--- src/rtl/lane_drain_scheduler.sv ---
// rtl/lane_drain_scheduler.sv - captures a masked batch of lane words and drains it lowest lane first
//
// Ports:
//   clk, reset        rising-edge clock, synchronous active-high reset
//   in_valids/in_data offered batch: per-lane valid mask and flattened lane words
//   in_ready          batch can be captured this cycle (IDLE)
//   out_data/out_lane presented word and its source lane
//   out_valid/out_ready/out_last  output stream handshake and end-of-batch flag
//   batch_size        popcount of the most recently captured mask
//   batch_count       number of fully drained batches (wraps)
module lane_drain_scheduler #(
  parameter int LANES = 16,
  parameter int WIDTH = 32,
  parameter int IDXW  = 4,
  parameter int CNTW  = 16
) (
  input  logic                   clk,
  input  logic                   reset,
  input  logic [LANES-1:0]       in_valids,
  input  logic [LANES*WIDTH-1:0] in_data,
  output logic                   in_ready,
  output logic [WIDTH-1:0]       out_data,
  output logic [IDXW-1:0]        out_lane,
  output logic                   out_valid,
  input  logic                   out_ready,
  output logic                   out_last,
  output logic [IDXW:0]          batch_size,
  output logic [CNTW-1:0]        batch_count
);

  localparam int SW = IDXW + 1;

  typedef enum logic {IDLE, DRAIN} state_t;

  state_t                 state_q, state_d;
  logic [LANES-1:0]       pending_q, pending_d;
  logic [LANES*WIDTH-1:0] data_q;
  logic [SW-1:0]          batch_size_q;
  logic [CNTW-1:0]        batch_count_q;

  logic                   capture;
  logic                   fire;
  logic                   batch_done;
  logic [IDXW-1:0]        sel_lane;
  logic [WIDTH-1:0]       sel_word;
  logic [LANES-1:0]       sel_onehot;
  logic [SW-1:0]          in_popcount;

  // Lowest set bit of pending wins: scan downward so the last hit is the lowest index.
  always_comb begin
    sel_lane = '0;
    sel_word = '0;
    for (int i = LANES - 1; i >= 0; i--) begin
      if (pending_q[i]) begin
        sel_lane = IDXW'(i);
        sel_word = data_q[i*WIDTH +: WIDTH];
      end
    end
  end

  // Isolate the lowest set bit (two's-complement trick).
  assign sel_onehot = pending_q & (~pending_q + LANES'(1));

  always_comb begin
    in_popcount = '0;
    for (int i = 0; i < LANES; i++) begin
      in_popcount = in_popcount + SW'(in_valids[i]);
    end
  end

  always_comb begin
    state_d    = state_q;
    pending_d  = pending_q;
    capture    = 1'b0;
    fire       = 1'b0;
    batch_done = 1'b0;
    case (state_q)
      IDLE: begin
        if (|in_valids) begin
          capture   = 1'b1;
          pending_d = in_valids;
          state_d   = DRAIN;
        end
      end
      DRAIN: begin
        if (out_ready) begin
          fire      = 1'b1;
          pending_d = pending_q & ~sel_onehot;
          if (pending_d == '0) begin
            batch_done = 1'b1;
            state_d    = IDLE;
          end
        end
      end
      default: begin
        state_d   = IDLE;
        pending_d = '0;
      end
    endcase
  end

  always_ff @(posedge clk) begin
    if (reset) begin
      state_q       <= IDLE;
      pending_q     <= '0;
      data_q        <= '0;
      batch_size_q  <= '0;
      batch_count_q <= '0;
    end else begin
      state_q   <= state_d;
      pending_q <= pending_d;
      if (capture) begin
        data_q       <= in_data;
        batch_size_q <= in_popcount;
      end
      if (fire && batch_done) begin
        batch_count_q <= batch_count_q + CNTW'(1);
      end
    end
  end

  assign in_ready    = (state_q == IDLE);
  assign out_valid   = (state_q == DRAIN);
  assign out_lane    = sel_lane;
  // Data forced to zero outside DRAIN so nothing stale is visible after reset or between batches.
  assign out_data    = out_valid ? sel_word : '0;
  // Exactly one bit left means the lowest set bit is the whole mask.
  assign out_last    = out_valid && (pending_q == sel_onehot);
  assign batch_size  = batch_size_q;
  assign batch_count = batch_count_q;

endmodule

--- config.mk ---
export PLATFORM = sky130hd
export DESIGN_NAME = lane_drain_scheduler
export DESIGN_NICKNAME = d
export VERILOG_FILES = /design/src/rtl/lane_drain_scheduler.sv
export SDC_FILE = /design/constraint.sdc
export NUM_CORES = 1
export LEC_CHECK = 0
export CORE_AREA = 2 2 229 231
export DETAILED_ROUTE_END_ITERATION = 6
export DIE_AREA = 0 0 231 233
export PLACE_DENSITY = 0.73
export SETUP_SLACK_MARGIN = 0.05
export SLEW_MARGIN = 20
export SYNTH_ARGS = -nofsm -noshare
export SYNTH_HDL_FRONTEND = slang
export SYNTH_SLANG_ARGS = --single-unit
--- constraint.sdc ---
create_clock -name clk -period 4.3 [get_ports clk]
set_input_delay 0.43 -clock clk [delete_from_list [all_inputs] [get_ports clk]]
set_output_delay 0.43 -clock clk [all_outputs]
set_load 0.01 [all_outputs]
Yosys cells after proc, flatten, opt, wreduce, memory -nomap -nowiden
Cells that the tools add are included.

Flip-flop bits (word level): 550. Word-level logic and storage cells: 81.

Add/sub/neg operators: 17. Equal/unequal tests: 3. Mux-type cells: 46. Bitwise operators: 5. Reduce and logical (&&, ||, !) cells: 5.

Operators with widths (number): 32-bit 2-to-1 mux (17); 4-bit 2-to-1 mux (16); 5-bit by 1-bit adder with 5-bit output (11); 16-bit by 1-bit adder with 16-bit output (second input constant) (2); 16-bit AND (2); 16-bit 2-to-1 mux (2); 16-bit inverter (2); 16-bit one-hot mux with 2 select lines (1); 16-bit == test (1); 16-bit zero test (1); 16-bit OR reduction (1); 1-bit 2-to-1 mux (9); 4-bit by 1-bit adder with 5-bit output (1); 3-bit by 1-bit adder with 4-bit output (1); 2-bit by 1-bit adder with 3-bit output (1); 1-bit by 1-bit adder with 2-bit output (1); 1-bit logical AND (2); 2-bit by 1-bit != test with 1-bit output (second input constant) (1); 2-bit != test (second input constant) (1); 1-bit one-hot mux with 2 select lines (1); 2-bit AND reduction (1); 1-bit inverter (1).

Logic depth before layout (Yosys ltp)
Gate-level depths: netlist of run 1.

Word-level depth: 17. Gate-level depth with buffers: 12. Depth with buffers taken out: 12.

Worst setup path after synthesis of run 1
No wires, ideal clock.

Path type: input to register. Start: input in_valids[5]. End: register batch_size_q[4], in the netlist batch_size[4]. Library setup time: 0.132 ns. Arrival time: 3.394 ns. Setup slack: 0.774 ns. Cell stages on the path: 11. Path through: fa_1 inv_1 fa_1 fa_1 fa_1 inv_1 ha_1 fa_1 a21o_1 nand3_1 a21oi_1.

Cells in the longest elaborated chain, start to end: 11. Elaborated cells between the ends (all ways): 14. Classes of those cells: add/sub (11); mux (2); reduce/logical (1).

Ends and longest elaborated chain: from (decl) (line 19) `input logic [LANES-1:0] in_valids,`; 5-bit by 1-bit adder with 5-bit output (11 in series) (line 67) `in_popcount = in_popcount + SW'(in_valids[i]);`; to (signal assigned) (line 114) `batch_size_q <= in_popcount;`; to (decl) (line 38) `logic [SW-1:0] batch_size_q;`.

Parallel ways exist; a longest one is shown, timed or not. A chain may end at the register's enable or synchronous reset.

Worst setup path in the final report of run 1
Start: register pending_q[7]. End: output out_data[20].

Cells in the longest elaborated chain, start to end: 9.

Ends and longest elaborated chain: from (decl) (line 36) `logic [LANES-1:0] pending_q, pending_d;`; from (signal assigned) (line 111) `pending_q <= pending_d;`; 32-bit 2-to-1 mux (8 in series) (line 54) `if (pending_q[i]) begin`; 32-bit 2-to-1 mux (line 126) `assign out_data = out_valid ? sel_word : '0;`; to (decl) (line 22) `output logic [WIDTH-1:0] out_data,`.

Every way passes these cells.

==> impl_metrics.tcl, run 1 <==
set metrics [dict create \
    run_status "complete, but fails checks" \
    violations "design-rule violations" \
    ys_warn_count 0 \
    synth_top_area_share_pct 45.8 \
    drv_cap 0 \
    antenna_found_initial 14 \
    detail_route.first_pass.iterations 7 \
    rrSetupSlack_ns 1.20 \
    avgRoutedWirePerCell_um 22.6 \
    endpoint "out_data[20]" \
    whs_ns 0.361 \
    synthSimpleGateAreaFrac_pct 21.7 \
    finalHoldViolCount 0 \
    drt_iter0_drc 3031 \
    synth_top_family_by_area "compound AO/OA/AOI/OAI gates" \
    postCtsSetupBuffers 0 \
    synth_xor_area_share_pct 0.0729 \
    cts.sink_count 550 \
    clk_latency_ns 0.61 \
    cts.clk_slew.worst_paths_ns 0.07 \
    synth-async-reset-ratio_pct 0 \
    synth_top_area_cell "dfxtp_1" \
    fin_util_pct 63.3 \
    report.final.setup_viol 0 \
    cts_buffers 57 \
    rr_worst_depth 7 \
    mappedNetlistNets 3834 \
    worst_slew_pin_slew_ns 1.12 \
    clockBufferDepth 3 \
    crit_path_end_kind "output pin" \
    worstSetupPathType "reg2out" \
    start_util_pct 47.0 \
    required_ns 3.87 \
    cp-startpoint "pending_q[7]" \
    drtAntennaViolNets 0 \
    die_x_um 231 \
    synth_fa_ha_area_share_pct 1.33 \
    dieHeight_um 233 \
    fmax_mhz 235 \
    die_area_um2 53800 \
    cp.arrival_ns 3.82 \
    nFillCells 4710 \
    reg2reg_to "batch_count[15]" \
    rsz0062_at_grt "no" \
    drv_slew 0 \
    relSlewSlack_pct 25.1 \
    syn_area_um2 24000 \
    post-route-cell-area_um2 32300 \
    drcViolationCount 1 \
    synth_compound_area_share_pct 25.4 \
    synthMuxAreaShare_pct 0.0469 \
    fin_crit_sh_pct 98.8 \
    yosys_register_bits 550 \
    num_rows 83 \
    min_period_ns 4.25 \
    ir_drop_uv 353 \
    synth_top_flop_cell "dfxtp_1" \
    dp_hpwl_um 73300 \
    synth_edf_count 0 \
    cts_tree "done" \
    grt_pass1_wl_um 145000 \
    grt_overflow 0 \
    hp-class "in2reg" \
    htree_levels 2 \
    grt_use_total_pct 36.0 \
    synthToLayoutAreaGrowth_pct 34.7 \
    mostFrequentLayoutCells "nand2_1, a21oi_1, clkdlybuf4s50_1, dfxtp_1, o221ai_1" \
    port_buffers 590 \
    fin_nets 4253 \
    wl_um 100000 \
    grt_pass1_vias 23453 \
    grt_max_degree 182 \
    gp_congestion 0.956 \
    crit_fanout 16 \
    synth_seq_area_share_pct 45.8 \
    fin_skew_ns 0.0147 \
    via_count 25510 \
    regArea_um2 11000 \
    avgSynthCellArea_um2 7.31 \
    p_leak_nw 12.1 \
    syn-instance-count 3286 \
    core_um2 51100 \
    final_common_cell "nand2_1" \
    post_dp_cell_area_um2 30300 \
    synth.distinct_cells 58 \
    power-per-cell-area_nw_per_um2 429 \
    cts-root-buf "clkbuf_16" \
    yosys-top-cells-area "dfxtp_1, nand2_1, a21oi_1, clkbuf_1, o221ai_1" \
    multi_input_area_um2 11700 \
    drive_above_1_share_pct 4.75 \
    worst_setup_path_start_kind "flip-flop" \
    ios 591 \
    finalSetupTns_ns 0 \
    rr_startpoint "pending_q[2]" \
    avgViaCountPerCell 5.75 \
]
[flip-flops by register name (all words and copies together), names as in the netlist]
signal	cells
batch_size	5
out_valid	1
pending_q	16
batch_count	16
data_q	512
[area by class of cell]
| cell class | instances | share of cell area, % |
|---|---|---|
| Multi-Input combinational cell | 2387 | 36.3 |
| Inverter | 59 | 0.685 |
| Clock buffer | 74 | 4.89 |
| Sequential cell | 550 | 34.1 |
| Timing Repair Buffer | 650 | 20.2 |
| Tap cell | 680 | 2.63 |
| Antenna cell | 10 | 0.0774 |
| Clock inverter | 26 | 1.22 |
[kinds of logic (layout without fill, tap and decap cells)]
family	after synthesis	in the layout
multiplexers	1	1
buffers and inverters	349	809
flip-flops	550	550
XOR/XNOR	2	2
adder cells (fa/ha/maj)	20	20
AO/OA/AOI/OAI	1085	1085
other	0	10
AND/OR/NAND/NOR	1279	1279
[report_power, final]
part | total (mW) | leakage, nW | internal (mW) | switching [mW]
logic | 2.93 | 6.60 | 1.20 | 1.73
registers | 5.67 | 4.54 | 5.44 | 0.231
clock network | 5.29 | 0.977 | 3.18 | 2.12
total | 13.9 | 12.1 | 9.82 | 4.07
[worst min path at each step]
stage / slack, ns / startpoint / cells after the start / to
after floorplan: 0.43 / data_q[352] / 2 / data_q[352]
after global placement: 0.44 / data_q[371] / 2 / data_q[371]
after detailed placement: 0.44 / data_q[357] / 2 / data_q[357]
after CTS: 0.34 / in_data[195] / 3 / data_q[195]
after global routing: 0.36 / in_data[153] / 3 / data_q[153]
final: 0.36 / in_data[195] / 3 / data_q[195]
[critical path, cell delays in order, from the launching register on]
cell and delay, ns:
dfxtp_1 0.56, inv_1 0.10, nand2_1 0.20, buf_4 0.28, o22ai_1 0.17, a211oi_1 0.90, a21oi_1 0.18, nor2b_1 0.19
clkdlybuf4s50_1 0.62
[repair_timing]
item / CTS / global route
hold buffers: 0 / 0
resized for setup: 0 / 4
endpoints found under the setup margin: 0 / 4
[per-layer routing]
metal / vias up / part of all wire [%] / GRT usage [%]
met5: - / 0.045 / 0
met3: 207 / 9.7 / 8.41
met4: 6 / 5.1 / 18.4
met2: 1270 / 46 / 56.3
met1: 11975 / 39 / 46.4
li1: 12052 / - / -
[synthesized netlist by cell type, types with 2 or more instances]
library cell  count
inv_1            57
or2_2             5
o21ai_1           3
nand3_1          10
nand3b_1         32
o31ai_1          13
dfxtp_1         550
nor2b_1          34
nor2_1           27
nand4_1           7
a31oi_1           2
a21oi_1         807
fa_1             10
a211oi_1         34
clkinv_1          2
xnor2_1           2
ha_1              7
o221ai_1         63
a22oi_1           7
buf_6             2
nand2b_1          3
o22ai_1          33
or4_1            16
clkbuf_1        249
a221oi_1         32
nor4_1            7
o21ai_0          44
nor3_1            6
a21o_1            2
maj3_1            2
nand2_1        1121
buf_2             5
o211ai_1         34
buf_1            34
[stage by stage]
stage	std cells	worst slack (ns)	total power, mW
CTS	4426	0.163	13.8
global placement	4326	0.0927	8.61
global route	4436	0.0821	14.4
finish	4436	0.0500	13.9
detailed placement	4326	0.0891	8.63
floorplan	3286	0.774	7.17
Power figures use the tool's default switching activity.
==> run 2: changes to the inputs <==
- CELL_PAD_IN_SITES_DETAIL_PLACEMENT: default -> 1
- CELL_PAD_IN_SITES_GLOBAL_PLACEMENT: default -> 1
- CORE_AREA: 2 2 229 231 -> default
- CORE_UTILIZATION: default -> 35
- DIE_AREA: 0 0 231 233 -> default
- PLACE_DENSITY: 0.73 -> 0.77
==> run 2 against run 1 <==
  * The flow now finishes without violations
  * Register-to-register slack worse by 0.08 ns
  * Power up 0.88%
  * Non-clock buffer count up 14
  * Sequential share of layout area down 0.42 points
  * Via count down 0.23%
  * Combinational power up 3%
  * Fmax up 1.4%
  * Routed wire length up 11%
  * First-iteration DRC count down 22%
==> impl_metrics.tcl, run 2 (same netlist as run 1, synthesis figures left out) <==
set metrics [dict create \
    drt_iter0_drc 2365 \
    drive_above_1_share_pct 5.30 \
    gp_congestion 0.879 \
    cp.arrival_ns 3.76 \
    cts_resized 1 \
    htree_levels 2 \
    finalHoldViolCount 0 \
    grt_overflow 0 \
    min_period_ns 4.19 \
    synthToLayoutAreaGrowth_pct 36.5 \
    grt_pass1_wl_um 161000 \
    cts.sink_count 550 \
    crit_top_cell "buf_4" \
    final_common_cell "nand2_1" \
    dp_hpwl_um 82800 \
    hp-class "in2reg" \
    cts_tree "done" \
    dieHeight_um 264 \
    drv_cap 0 \
    worst_setup_path_start_kind "flip-flop" \
    clockBufferDepth 3 \
    wl_um 112000 \
    ios 591 \
    fin_util_pct 48.6 \
    postCtsSetupBuffers 0 \
    whs_ns 0.346 \
    finalSetupTns_ns 0 \
    avgViaCountPerCell 5.47 \
    crit_path_top_delay_cell "a221oi_2" \
    regArea_um2 11000 \
    cts-root-buf "clkbuf_16" \
    antenna_found_initial 17 \
    multi_input_area_um2 11700 \
    cts_hold_buf 0 \
    worst_slew_pin_slew_ns 1.01 \
    detail_route.first_pass.iterations 6 \
    ir_drop_uv 298 \
    die_x_um 264 \
    drv_slew 0 \
    fmax_mhz 239 \
    die_area_um2 69700 \
    mostFrequentLayoutCells "nand2_1, a21oi_1, clkdlybuf4s50_1, dfxtp_1, o221ai_1" \
    power-per-cell-area_nw_per_um2 427 \
    grt_use_total_pct 30.9 \
    port_buffers 590 \
    crit_path_end_kind "output pin" \
    core_um2 67500 \
    worstSetupPathType "reg2out" \
    fin_crit_sh_pct 97.4 \
    largest_register_ffs 512 \
    crit_fanout 40 \
    grt_pass1_vias 25310 \
    path_cells "buf_4 > nor2b_2 > buf_4 > a221oi_2 > nand2_1 > a21oi_1 > nor2b_1 > clkdlybuf4s50_1" \
    avgRoutedWirePerCell_um 24.0 \
    drcViolationCount 0 \
    rsz0062_at_grt "no" \
    clk_latency_ns 0.63 \
    cts_buffers 60 \
    fin_nets 4270 \
    max_flop_register "data_q" \
    run_status "finished clean" \
    via_count 25451 \
    drtAntennaViolNets 0 \
    start_util_pct 35.6 \
    report.final.setup_viol 0 \
    p_leak_nw 12.2 \
    nFillCells 8259 \
    fin_skew_ns 0.0210 \
    grt_max_degree 172 \
    cts.clk_slew.worst_paths_ns 0.06 \
    slowest_delay_ns 0.55 \
    relSlewSlack_pct 32.8 \
    required_ns 3.87 \
    num_rows 95 \
]
==> run 2: changes by cell type in the layout (fill, tap and decap cells not counted), sizes merged <==
| cell | before | now |
|---|---|---|
| bufinv | 10 | 4 |
| clkinvlp | 1 | 0 |
| buf | 61 | 75 |
| clkbuf | 74 | 90 |
| inv | 57 | 60 |
==> run 2: power breakdown <==
group	total (mW)	switching (mW)	internal (mW)
combinational	3.02	1.78	1.24
sequential	5.70	0.261	5.44
clock	5.29	2.19	3.09
total	14.0	4.23	9.78
==> run 2: metal layers <==
metal / track usage (%) / wire (um) / vias up
met1: 39.5 / 47300 / 12375
met4: 12.2 / 4360 / 14
met5: 0 / 92 / -
li1: - / - / 12058
met2: 51.4 / 52900 / 844
met3: 5.34 / 7110 / 160
==> run 2: cell type report <==
type,count,area share [%]
Antenna cell,10,0.0763
Inverter,59,0.675
Sequential cell,550,33.6
Clock inverter,22,0.668
Timing Repair Buffer,664,20.4
Clock buffer,90,5.44
Tap cell,873,3.33
Multi-Input combinational cell,2387,35.8
==> run 2: worst paths after layout <==
kind                     start         endpoint  slack, ns  cells past startpoint
hold / removal     in_data[76]       data_q[76]       0.35                      3
hold reg to reg    data_q[273]      data_q[273]       0.45                      2
setup reg to reg  pending_q[2]  batch_count[15]       1.12                      7
setup / recovery  pending_q[2]     out_data[11]       0.11                      8
==> run 2: per-stage QoR <==
stage	std cells	worst slack, ns	power, mW	instance area, um2
after floorplan	3286	0.774	7.17	24000
after CTS	4645	0.121	14.1	32800
final	4655	0.110	14.0	32800
after global placement	4533	0.122	8.75	30700
after detailed placement	4533	0.0876	8.79	30700
after global routing	4652	0.0834	14.5	32800
==> run 2: critical path, delay by kind of cell (launching register included) <==
kind | cells | cell delay, ns
and+or+nand+nor | 3 | 0.43
AOI/OAI and AO/OA | 2 | 1.09
DFF | 1 | 0.33
buffers and inverters | 3 | 1.25
